**config.mk**
```make
export PLATFORM = sky130hd
export DESIGN_NAME = tatzel_sar_ctrl
export DESIGN_NICKNAME = d
export VERILOG_FILES = /design/src/rtl/tatzel_sar_pkg.sv /design/src/rtl/tatzel_sync2.sv /design/src/rtl/tatzel_sar_ctrl.sv
export SDC_FILE = /design/constraint.sdc
export NUM_CORES = 1
export LEC_CHECK = 0
export CORE_UTILIZATION = 40
export DETAILED_ROUTE_END_ITERATION = 12
export GPL_TIMING_DRIVEN = 0
export SLEW_MARGIN = 20
export SYNTH_ARGS = -nofsm -noshare
export SYNTH_HDL_FRONTEND = slang
export SYNTH_SLANG_ARGS = --single-unit
```
**constraint.sdc**
```tcl
create_clock -name clk -period 1.9 [get_ports clk]
set_clock_uncertainty 0.2 [all_clocks]
set_input_delay 0.57 -clock clk [delete_from_list [all_inputs] [get_ports clk]]
set_output_delay 0.57 -clock clk [all_outputs]
set_load 0.005 [all_outputs]
```
**src/rtl/tatzel_sar_pkg.sv**
```systemverilog
// Shared types and constants for the tatzel SAR conversion controller.
package tatzel_sar_pkg;

    typedef enum logic [2:0] {
        StIdle,
        StSample,
        StSettle,
        StDecide,
        StDone
    } sar_state_e;

    localparam int unsigned SYNC_STAGES = 2;
    localparam int unsigned AVG_LOG2    = 2;

    function automatic int unsigned max_u(input int unsigned a, input int unsigned b);
        return (a > b) ? a : b;
    endfunction

endpackage

```
**src/rtl/tatzel_sync2.sv**
```systemverilog
// Two-flop synchronizer bringing the asynchronous comparator bit into the clk domain.
module tatzel_sync2 (
    input  logic clk,
    input  logic rst_n,
    input  logic din,
    output logic dout
);

    logic [1:0] sync_q;

    always_ff @(posedge clk or negedge rst_n) begin
        if (!rst_n) begin
            sync_q <= 2'b00;
        end else begin
            sync_q <= {sync_q[0], din};
        end
    end

    assign dout = sync_q[1];

endmodule

```
**src/rtl/tatzel_sar_ctrl.sv**
```systemverilog
// Successive-approximation controller: MSB-first binary search driving an external DAC.
// Optional build macro TATZEL_SAR_AVG_EN averages four conversions per request.
module tatzel_sar_ctrl
    import tatzel_sar_pkg::*;
#(
    parameter int unsigned WIDTH      = 8,
    parameter int unsigned SAMPLE_CYC = 4,
    parameter int unsigned SETTLE_CYC = 2
) (
    input  logic             clk,
    input  logic             rst_n,
    input  logic             ena,
    input  logic             start,
    input  logic             cmp_in,
    output logic             sample,
    output logic [WIDTH-1:0] dac_code,
    output logic             busy,
    output logic             done,
    output logic [WIDTH-1:0] result
);

    // Settle window also hides the synchronizer latency of the comparator bit.
    localparam int unsigned SETTLE_LEN = SETTLE_CYC + SYNC_STAGES;
    localparam int unsigned CNT_W      = $clog2(max_u(SAMPLE_CYC, SETTLE_LEN) + 1);
    localparam int unsigned IDX_W      = (WIDTH > 1) ? $clog2(WIDTH) : 1;

    localparam logic [CNT_W-1:0] SAMPLE_LOAD = CNT_W'(SAMPLE_CYC - 1);
    localparam logic [CNT_W-1:0] SETTLE_LOAD = CNT_W'(SETTLE_LEN - 1);
    localparam logic [IDX_W-1:0] IDX_MSB     = IDX_W'(WIDTH - 1);
    localparam logic [WIDTH-1:0] CODE_MSB    = {1'b1, {(WIDTH - 1){1'b0}}};
    localparam logic [WIDTH-1:0] CODE_LSB    = {{(WIDTH - 1){1'b0}}, 1'b1};

    sar_state_e       state_q, state_d;
    logic [CNT_W-1:0] cnt_q, cnt_d;
    logic [IDX_W-1:0] idx_q, idx_d;
    logic [WIDTH-1:0] code_q, code_d;
    logic [WIDTH-1:0] result_q, result_d;
    logic [WIDTH-1:0] bit_mask;
    logic [WIDTH-1:0] code_dec;
    logic             cmp_sync;

`ifdef TATZEL_SAR_AVG_EN
    localparam int unsigned ACC_W = WIDTH + AVG_LOG2;

    logic [ACC_W-1:0]    acc_q, acc_d;
    logic [ACC_W-1:0]    acc_sum;
    logic [AVG_LOG2-1:0] avg_q, avg_d;
`endif

    tatzel_sync2 u_cmp_sync (
        .clk   (clk),
        .rst_n (rst_n),
        .din   (cmp_in),
        .dout  (cmp_sync)
    );

    assign bit_mask = CODE_LSB << idx_q;
    // Comparator low means the trial overshot the reference: drop the bit under test.
    assign code_dec = cmp_sync ? code_q : (code_q & ~bit_mask);

    always_ff @(posedge clk or negedge rst_n) begin
        if (!rst_n) begin
            state_q  <= StIdle;
            cnt_q    <= '0;
            idx_q    <= '0;
            code_q   <= '0;
            result_q <= '0;
`ifdef TATZEL_SAR_AVG_EN
            acc_q    <= '0;
            avg_q    <= '0;
`endif
        end else begin
            state_q  <= state_d;
            cnt_q    <= cnt_d;
            idx_q    <= idx_d;
            code_q   <= code_d;
            result_q <= result_d;
`ifdef TATZEL_SAR_AVG_EN
            acc_q    <= acc_d;
            avg_q    <= avg_d;
`endif
        end
    end

    always_comb begin
        state_d  = state_q;
        cnt_d    = cnt_q;
        idx_d    = idx_q;
        code_d   = code_q;
        result_d = result_q;
`ifdef TATZEL_SAR_AVG_EN
        acc_d    = acc_q;
        avg_d    = avg_q;
        acc_sum  = acc_q + ACC_W'(code_dec);
`endif
        if (!ena && (state_q != StIdle)) begin
            state_d = StIdle;
            code_d  = '0;
        end else begin
            unique case (state_q)
                StIdle: begin
                    if (start && ena) begin
                        state_d = StSample;
                        cnt_d   = SAMPLE_LOAD;
                        code_d  = '0;
`ifdef TATZEL_SAR_AVG_EN
                        acc_d   = '0;
                        avg_d   = '0;
`endif
                    end
                end
                StSample: begin
                    if (cnt_q == '0) begin
                        state_d = StSettle;
                        cnt_d   = SETTLE_LOAD;
                        idx_d   = IDX_MSB;
                        code_d  = CODE_MSB;
                    end else begin
                        cnt_d = cnt_q - 1'b1;
                    end
                end
                StSettle: begin
                    if (cnt_q == '0) begin
                        state_d = StDecide;
                    end else begin
                        cnt_d = cnt_q - 1'b1;
                    end
                end
                StDecide: begin
                    code_d = code_dec;
                    if (idx_q == '0) begin
`ifdef TATZEL_SAR_AVG_EN
                        if (avg_q == '1) begin
                            result_d = acc_sum[ACC_W-1:AVG_LOG2];
                            state_d  = StDone;
                        end else begin
                            // Inner conversions skip DONE and resample immediately.
                            acc_d   = acc_sum;
                            avg_d   = avg_q + 1'b1;
                            state_d = StSample;
                            cnt_d   = SAMPLE_LOAD;
                        end
`else
                        result_d = code_dec;
                        state_d  = StDone;
`endif
                    end else begin
                        idx_d   = idx_q - 1'b1;
                        code_d  = code_dec | (bit_mask >> 1);
                        state_d = StSettle;
                        cnt_d   = SETTLE_LOAD;
                    end
                end
                StDone: begin
                    state_d = StIdle;
                    code_d  = '0;
                end
                default: begin
                    state_d = StIdle;
                    code_d  = '0;
                end
            endcase
        end
    end

    always_comb begin
        sample   = (state_q == StSample);
        busy     = (state_q != StIdle);
        done     = (state_q == StDone);
        result   = result_q;
        dac_code = '0;
        if ((state_q == StSettle) || (state_q == StDecide) || (state_q == StDone)) begin
            dac_code = code_q;
        end
    end

endmodule

```
# Word level (Yosys, flattened, before mapping)
# Cells that the tools add are included.
op_classes:
  n_addsub: 2
  mul: 0
  div_mod_pow: 0
  magnitude_cmp: 0
  eq_ne: 12
  shifts: 1
  muxes: 21
  bitwise: 4
  n_reduce_logical: 16
ops:
  columns: ["operator", "n"]
  rows:
  - ["$mux W8", 6]
  - ["$mux W3", 11]
  - ["$pmux W8 S4", 1]
  - ["$pmux W3 S4", 2]
  - ["$logic_not A3 Y1", 3]
  - ["$reduce_and A3 Y1", 3]
  - ["$and A8 B8 Y8", 1]
  - ["$ne A2 B2 Y1 const B", 4]
  - ["$not A8 Y8", 1]
  - ["$or A8 B7 Y8", 1]
  - ["$shl A1 B3 Y8 const A", 1]
  - ["$eq A3 B2 Y1 const B", 2]
  - ["$ne A3 B3 Y1 const B", 2]
  - ["$pmux W3 S2", 1]
  - ["$sub A3 B1 Y3 const B", 2]
  - ["$reduce_and A5 Y1", 1]
  - ["$reduce_and A4 Y1", 1]
  - ["$reduce_bool A4 Y1", 1]
  - ["$eq A3 B1 Y1 const B", 1]
  - ["$eq A3 B3 Y1 const B", 1]
  - ["$ne A3 B1 Y1 const B", 1]
  - ["$reduce_bool A3 Y1", 1]
  - ["$logic_and A1 B1 Y1", 2]
  - ["$logic_or A1 B1 Y1", 2]
  - ["other kinds (4)", 4]
word_totals:
  ff_bits: 27
  latchBits: 0
  mem_bits_rw: 0
  mem_bits_ro: 0
  memories: 0

# Logic depth before layout (Yosys ltp)
# Gate-level depths: netlist (run 1).
logic_depth:
  depth_word: 8
  ltp_mapped: 8

# Cells and area by module
# A second synthesis (run 1) with hierarchy kept.
unflattened:
  hier_cells: 163
  area_unflattened_um2: 1544.0
modules_own_cells:
  columns: ["mod", "instances", "cells_each", "area_per_inst_um2", "seq_area_each_um2"]
  rows:
  - ["tatzel_sar_ctrl", 1, 161, 1493.9, 625.6]
  - ["tatzel_sync2", 1, 2, 50.0, 50.0]

# Worst setup path before layout (run 1)
# No wires, ideal clock.
synth_path:
  kind: "reg2out"
  from: "reg state_q[0]"
  to: "out dac_code[0]"
  arrival_ns: 1.154
  required_ns: 1.130
  path_slack_ns: -0.024
  path_stages_with_launch: 5
  path_buffers: 1
  path_cell_list: "dfrtp_1 -> buf_2 -> nor3_1 -> nor2_1 -> nor2b_1"
synth_rtl:
  columns: ["item", "line_no", "text"]
  rows:
  - ["from (decl)", "tatzel_sar_ctrl.sv:33", "sar_state_e state_q, state_d;"]
  - ["from (signal assigned)", "tatzel_sar_ctrl.sv:63", "state_q <= StIdle;"]
  - ["from (signal assigned)", "tatzel_sar_ctrl.sv:73", "state_q <= state_d;"]
  - ["$eq A3 B3 Y1", null, null]
  - ["named net done", "tatzel_sar_ctrl.sv:18", "output logic done,"]
  - ["$logic_or A1 B1 Y1", "tatzel_sar_ctrl.sv:172", "if ((state_q == StSettle) || (state_q == StDecide) || (state_q == StDone)) begin"]
  - ["$mux W8", "tatzel_sar_ctrl.sv:172", null]
  - ["to (decl)", "tatzel_sar_ctrl.sv:16", "output logic [WIDTH-1:0] dac_code,"]
# The timed path passes the listed nets, and every way through them passes these cells.

# Worst setup path after layout (run 1)
layout_path:
  from: "reg state_q[2]"
  to: "out dac_code[0]"
layout_via:
  elab_chain_len: 4
layout_lines:
  columns: ["item", "line_no"]
  rows:
  - ["$eq A3 B2 Y1", "tatzel_sar_ctrl.sv:172"]
  - ["$logic_or A1 B1 Y1", "tatzel_sar_ctrl.sv:172"]
  - ["$logic_or A1 B1 Y1 *", "tatzel_sar_ctrl.sv:172"]
  - ["$mux W8 *", "tatzel_sar_ctrl.sv:172"]
# Mark *: on every way between the ends. The rest lies on a longest branch, timed or not.

==> summary.txt, run 1 <==
Outcome
  – Status: complete, but fails checks
  – Failing checks: negative setup slack

Critical path
  – Critical-path cell list: buf_6 > clkinvlp_4 > nor3_4 > nor2_4 > buf_4 > nor2b_1 > buf_2
  – Worst flop-to-flop path endpoint: cnt_q[1]
  – CP max-delay cell: dfrtp_1
  – Delay-heaviest family, CP: buffers and inverters
  – Critical path class: register to output pin
  – Crit path buf inv count: 4
  – R2R Path Start: state_q[2]
  – Critical path startpoint category: register
  – Worst Path Max Fanout: 6
  – CP max stage delay: roughly 0.36 ns
  – CP endpoint kind: output pin
  – Worst Path Required: between 1 and 1.5 ns
  – Data arrival, critical path: 1.59 ns
  – R2r worst-path depth: 9
  – FF-to-FF setup slack: -0.06 ns

Route
  – Drt wl/cell: ~15 um
  – Routed Antenna Nets: 0
  – Drt drc: 0
  – Routed WL: 3.857 mm
  – Vias post-DR: 1416
  – DRC marker count from the first detailed-route iteration: 50
  – Pre-antenna DRT Iters: 4
  – DR vias/cell: 5.425

Placed design
  – IO Port Bufs: 23
  – Final Wtd Congestion: 0.7923
  – Worst slack, placed: -0.8113 ns
  – DP HPWL: 2.357 mm
  – Placement Cell Area: 1812 sq um

Global routing
  – Initial antenna violation count: 0
  – Vias in the first global route: 1368
  – Gr usage total: 0.1977
  – Gr ovfl total: 0
  – M2 GR Usage: 0.3311
  – Grt met1 use: 0.2642
  – GR peak layer: met2
  – Global routing usage on met3: 0.01812
  – Largest net degree at the start of global routing: 28
  – First-pass GRT wire length: ~6.3 mm

STA
  – Period utilization: 1.240
  – Worst slew margin: 0.5812
  – PnR worst setup slack: -0.4560 ns
  – Tmin final: ~2.4 ns
  – Max Transition Viols Final: 0
  – RSZ-0062 raised after global routing: true
  – Max Clk Rate: around 420 MHz
  – Worst Tran Pin Value: roughly 0.63 ns
  – Final count of hold timing violations: 0
  – Final Setup Violations: 13

Job
  – MaxCap Viol Count: 0

Floorplan
  – Initial Util: 0.4156
  – Top-level port count: 24
  – Die Wd: approximately 64 um
  – Rows: 22
  – Core area: 3661 sq um
  – Die Area: 4055 sq um
  – Die H: 63.68 um

Clock network
  – Maximum root-to-sink buffer count: 2
  – CTS clk-pin slew, worst paths: around 0.10 ns
  – H-tree depth: 1
  – Clock Latency Late Sink: 0.27 ns
  – CTS Buf Count: 3
  – CTS root buf: clkbuf_8
  – Sink Count: 27
  – Cts hold-fix bufs: 0
  – CTS tree: done

Yosys
  – Syn Nets: 172
  – Ys async rst share: 1.000
  – Mapped Area: 1521 sq um
  – Prevailing post-synth register cell: dfrtp_1
  – Yosys warning count: 0
  – Post-synthesis instance total: 160
  – Post-synthesis sequential area ratio: 0.4441
  – EDFF count, synth: 0
  – Syn Area/Cell: 9.509 sq um
  – Synth unique cells: 39
  – Seq cells post-synth: 27

Power
  – Cell Pwr Density: 613.6 nW/um^2
  – Clock power frac: 0.254
  – Pint: 0.9035 mW
  – Share of power burned in registers: 0.483
  – Peak VDD IR: 0.3064 mV
  – Switching share of power: 0.3178
  – Pleak: roughly 1.1 nW
  – Comb pwr share: 0.262
  – Net Switching: approximately 0.42 mW

Final layout
  – Post-layout nets: 226
  – Diode count: 0
  – Area growth from synthesis to layout: 41.86%
  – Core Util, Final: 0.5895
  – Filler instances: 330
  – Final instance area: 2158 sq um
  – Most frequent cells in the layout: dfrtp_1 (27), nand2_1 (25), buf_4 (22)
  – Share of cells above drive strength 1: 0.3146
  – Commonest non-fill, non-tap cell in the layout: dfrtp_1

Hold path
  – HP Class: input pin to asynchronous set/reset pin
[state kept, by name, summed over array words and instances, names as in the netlist]
register and flops:
code_q 8, result 8, cnt_q 3, idx_q 3, state_q 3, u_cmp_sync.sync_q 2
[logic make-up (layout without fill, tap and decap cells)]
kind of cell	count (synthesis)	after routing	share of synthesized area
AOI/OAI and AO/OA	42	42	0.1908
buffers and inverters	17	70	0.05098
muxes	5	5	0.03783
DFF	27	27	0.4441
and+or+nand+nor	62	62	0.2188
adders and majority gates	7	7	0.05756
[Yosys cell counts, types with 2 or more instances]
master     instances  share of area
nand2_1           25          0.062
nand3_1            6          0.020
o21ai_0            5          0.016
a21oi_1            3         0.0099
mux2i_1            2          0.013
o21ai_1            7          0.023
dfrtp_1           27           0.44
nand2b_1           3          0.012
mux2_2             2          0.015
buf_2              5          0.016
nor2_1             5          0.012
ha_1               7          0.058
a211oi_1           2         0.0099
a22oi_1            7          0.035
nor2b_1           12          0.049
o2bb2ai_1          7          0.040
nor3b_1            2         0.0099
a21o_1             3          0.015
inv_1             10          0.025
[layer usage]
layer  share of wire  wire [um]
met1            0.45       1739
met2            0.49       1878
met3           0.041        159
met4           0.020         79
met5               0          0
[metrics by stage]
step                      hold WS, ns  cells  TNS, ns  power, mW
after floorplan               0.07441    160        0     0.8597
after global placement         0.1346    231   -24.17     0.9439
after detailed placement       0.1434    231   -15.45     0.9495
after CTS                      0.1173    258   -3.147      1.317
after global routing           0.1478    261   -5.174      1.396
final                          0.1019    261   -4.064      1.324
[worst reg2reg max path, stage by stage, from the launching register on]
cell	delay [ns]
dfrtp_1	0.36
buf_6	0.12
clkinvlp_4	0.11
buf_4	0.15
buf_6	0.10
buf_6	0.11
buf_8	0.13
o311ai_4	0.07
a21o_1	0.20
mux2_4	0.31
[how the worst max path moves through the flow]
stage / startpoint / to / slack (ns) / cells past startpoint
global placement: state_q[2] / dac_code[6] / -0.76 / 6
CTS: state_q[2] / dac_code[6] / -0.40 / 7
detailed placement: state_q[2] / dac_code[6] / -0.81 / 6
finish: state_q[2] / dac_code[0] / -0.46 / 7
global route: state_q[2] / dac_code[3] / -0.56 / 7
floorplan: state_q[2] / dac_code[0] / 0.01 / 5
[layout make-up]
| type | count | area (sq um) | share of cell area |
|---|---|---|---|
| plain buffers | 6 | 53.80 | 0.02493 |
| inverters | 10 | 41.29 | 0.01913 |
| clock buffers | 4 | 45.04 | 0.02087 |
| flip-flops and latches | 27 | 675.6 | 0.3130 |
| repair buffers | 50 | 411.6 | 0.1907 |
| well taps | 48 | 60.06 | 0.02783 |
| multi-input cells | 116 | 870.8 | 0.4035 |
[power by group through the flow]
stage | logic, mW | clock network [mW] | registers, mW
5_1_grt | 0.384 | 0.367 | 0.646
4_1_cts | 0.327 | 0.351 | 0.638
3_3_place_gp | 0.296 | 0 | 0.648
3_5_place_dp | 0.300 | 0 | 0.650
2_1_floorplan | 0.217 | 0 | 0.643
6_report | 0.347 | 0.337 | 0.640
[what timing repair did]
item,4_1_cts,5_1_grt
setup buffers,24,3
gates resized for setup,71,18
pin swaps,4,0
hold endpoints to repair,0,0
setup endpoints to repair,31,24
Power figures use the tool's default switching activity.
==> run 2, diff against run 1 <==
HOLD_SLACK_MARGIN = 0.03   (was default)
SYNTH_HIERARCHICAL = 1   (was default)
==> run 2 against run 1 <==
Against the previous run:
- the flow still finishes with violations (negative setup slack)
- hold slack got worse by 0.0080 ns
- combinational power grew 71%
- sequential share of layout area rose by 0.15 points
- global-route usage up 0.37 points
- synthesized cell count rose by 1.9%
- die area grew 1.4%
- largest cell class unchanged
==> summary.txt, run 2 <==
Yosys
  – Syn Area/Cell: approximately 9.5 sq um
  – Yosys warning count: 6
  – Seq cells post-synth: 27
  – EDFF count, synth: 0
  – Main combinational cell family by area after synthesis: simple AND/OR/NAND/NOR gates
  – Post-synth top area share: 0.4376
  – Xor and xnor area share after synthesis: 0
  – Compound-cell area share of the yosys netlist: 0.2083
  – Post-synthesis sequential area ratio: 0.4376
  – Ranking of synthesized cells by area: dfrtp_1 (44%), nand2_1 (6.8%), ha_1 (5.7%), nor2b_1 (4.1%), o2bb2ai_1 (3.4%)
  – Adder-cell share of the synthesized area: 0.05673
  – Mapped Area: roughly 1500 sq um
  – Leading area contributor after synthesis: dfrtp_1
  – Simple-gate share of the synthesized area: 0.2229
  – Syn Nets: 175
  – Most frequent cells after synthesis: nand2_1 (28), dfrtp_1 (27), inv_1 (10), nor2b_1 (10), a21oi_1 (9)
  – Prevailing post-synth register cell: dfrtp_1
  – Ys async rst share: 1.000
  – Post-synthesis mux area share: 0.01621
  – Post-synthesis instance total: between 150 and 200
  – Cell with the most instances after synthesis: nand2_1
  – Synth unique cells: 37

Clock network
  – Clock Latency Late Sink: around 0.28 ns
  – Maximum root-to-sink buffer count: 2
  – CTS Buf Count: 3
  – CTS clk-pin slew, worst paths: approximately 0.10 ns
  – CTS tree: done
  – Sink Count: 27
  – CTS root buf: clkbuf_8
  – Cts hold-fix bufs: 0
  – H-tree depth: 1

STA
  – Max Clk Rate: 434.8 MHz
  – Fin Hold WS: about 0.094 ns
  – PnR worst setup slack: -0.4002 ns
  – Tmin final: 2.300 ns
  – Worst Tran Pin Value: 0.6246 ns
  – Worst slew margin: 0.5836
  – Final Setup Violations: 18
  – TNS Setup: -3.840 ns
  – Max Transition Viols Final: 0
  – RSZ-0062 raised after global routing: true
  – Final count of hold timing violations: 0
  – Period utilization: 1.211

Final layout
  – Most frequent cells in the layout: nand2_1 (26), dfrtp_1 (25), buf_4 (18)
  – Diode count: 0
  – Post-layout nets: 229
  – Share of cells above drive strength 1: 0.3426
  – Area growth from synthesis to layout: 39.63%
  – Filler instances: 330
  – Commonest non-fill, non-tap cell in the layout: nand2_1
  – Final instance area: about 2200 sq um

Route
  – DRC marker count from the first detailed-route iteration: 69
  – DR vias/cell: 5.299
  – Vias post-DR: 1399
  – Routed WL: roughly 4.0 mm
  – Pre-antenna DRT Iters: 4
  – Drt wl/cell: around 15 um
  – Routed Antenna Nets: 0
  – Drt drc: 0

Global routing
  – GR peak layer: met2
  – Global routing usage on met3: 0.02143
  – First-pass GRT wire length: 6.313 mm
  – M2 GR Usage: 0.3684
  – Gr ovfl total: 0
  – Vias in the first global route: between 1000 and 1500
  – Initial antenna violation count: 0
  – Grt met1 use: 0.2446
  – Gr usage total: 0.2014
  – Largest net degree at the start of global routing: 28

Placed design
  – IO Port Bufs: 23
  – Final Wtd Congestion: 0.7403
  – Placement Cell Area: 1838 sq um
  – DP HPWL: roughly 2.5 mm

Power
  – Comb pwr share: 0.367
  – Clock power frac: 0.214
  – Share of power burned in registers: 0.419
  – Tot Pwr: 1.618 mW
  – Pleak: 1.064 nW
  – Cell Pwr Density: 750.6 nW/um^2
  – Switching share of power: 0.3695
  – Net Switching: 0.5978 mW
  – Pint: 1.020 mW
  – Peak VDD IR: 0.4230 mV

Outcome
  – Status: complete, but fails checks
  – Failing checks: negative setup slack

Floorplan
  – Die H: about 64 um
  – Core area: roughly 3700 sq um
  – Die Wd: between 60 and 70 um
  – Rows: 22
  – Die Area: 4113 sq um
  – Initial Util: 0.4186
  – Top-level port count: 24

Critical path
  – Worst Path Max Fanout: 3
  – CP endpoint kind: output pin
  – Worst Path Required: 1.13 ns
  – Critical path class: register to output pin
  – Data arrival, critical path: around 1.5 ns
  – Worst Setup SP: state_q[2]
  – R2R Path Start: state_q[2]
  – Critical path startpoint category: register

Hold path
  – HP Class: input pin to asynchronous set/reset pin

Job
  – MaxCap Viol Count: 0
run 2: cell types whose count changed after synthesis, moves of 3 or more:
cell,delta
a21bo_2,+3
nand2_1,+3
a21oi_1,+6
buf_2,-5
run 2: path summary, 6_finish.rpt:
path / endpoint / slack [ns] / cells past startpoint
min in group clk: u_cmp_sync/sync_q[1] / 0.16 / 0
hold / removal: result[2] / 0.09 / 1
setup / recovery: busy / -0.40 / 7
max in group asynchronous: idx_q[0] / 0.97 / 1
hold reg to reg: u_cmp_sync/sync_q[1] / 0.16 / 0
setup reg to reg: result[4] / -0.10 / 7
run 2: logic make-up (layout without fill, tap and decap cells):
logic type                 after synthesis  in the layout
AOI/OAI and AO/OA                       45             45
adders and majority gates                7              7
DFF                                     27             27
and+or+nand+nor                         66             66
muxes                                    2              2
buffers and inverters                   16             69
run 2: through the flow:
stage	cells	setup slack (ns)	util
2_1_floorplan	163	0.02060	-
3_3_place_gp	234	-0.5864	0.4997
3_5_place_dp	234	-0.5867	0.4983
4_1_cts	252	-0.4142	0.5427
5_1_grt	264	-0.4563	0.5845
6_report	264	-0.4002	0.5845
run 2: per-layer routing:
metal	vias up	routed length, um
met5	-	0
met4	0	49
met3	5	123
met2	26	2082
met1	697	1731
li1	671	-
run 2: final cells by class:
| type | instances | area (sq um) | area share |
|---|---|---|---|
| Multi-Input combinational cell | 120 | 850.8 | 0.3947 |
| Sequential cell | 27 | 678.2 | 0.3146 |
| Timing Repair Buffer | 50 | 426.7 | 0.1979 |
| Tap cell | 48 | 60.06 | 0.02786 |
| Buffer | 5 | 52.55 | 0.02438 |
| Clock buffer | 3 | 41.29 | 0.01915 |
| Inverter | 10 | 41.29 | 0.01915 |
| Clock inverter | 1 | 5.005 | 0.002322 |
run 2: worst max-delay path: stages, from the launching register on:
cell and delay [ns]:
dfrtp_2 0.41, clkinvlp_4 0.14, buf_4 0.16, buf_4 0.12, buf_6 0.11, buf_6 0.10
nand3_1 0.08, buf_2 0.12
run 2: power by group through the flow:
stage	registers (mW)	logic (mW)	clock network (mW)
detailed placement	0.683	0.494	0
CTS	0.673	0.562	0.351
floorplan	0.669	0.359	0
finish	0.677	0.594	0.346
global route	0.684	0.660	0.373
global placement	0.679	0.480	0
run 2: timing repair:
item                                    4_1_cts  5_1_grt
endpoints found under the setup margin       30       19
buffers inserted                             14       12
gates resized for setup                      65       23
pin swaps                                     2        3
cloned                                        0        1
==> run 3, diff against run 2 <==
CAP_MARGIN = 20   (was default)
==> results of run 3 <==
The final DEF is identical to that of run 2; final timing and power are the same.
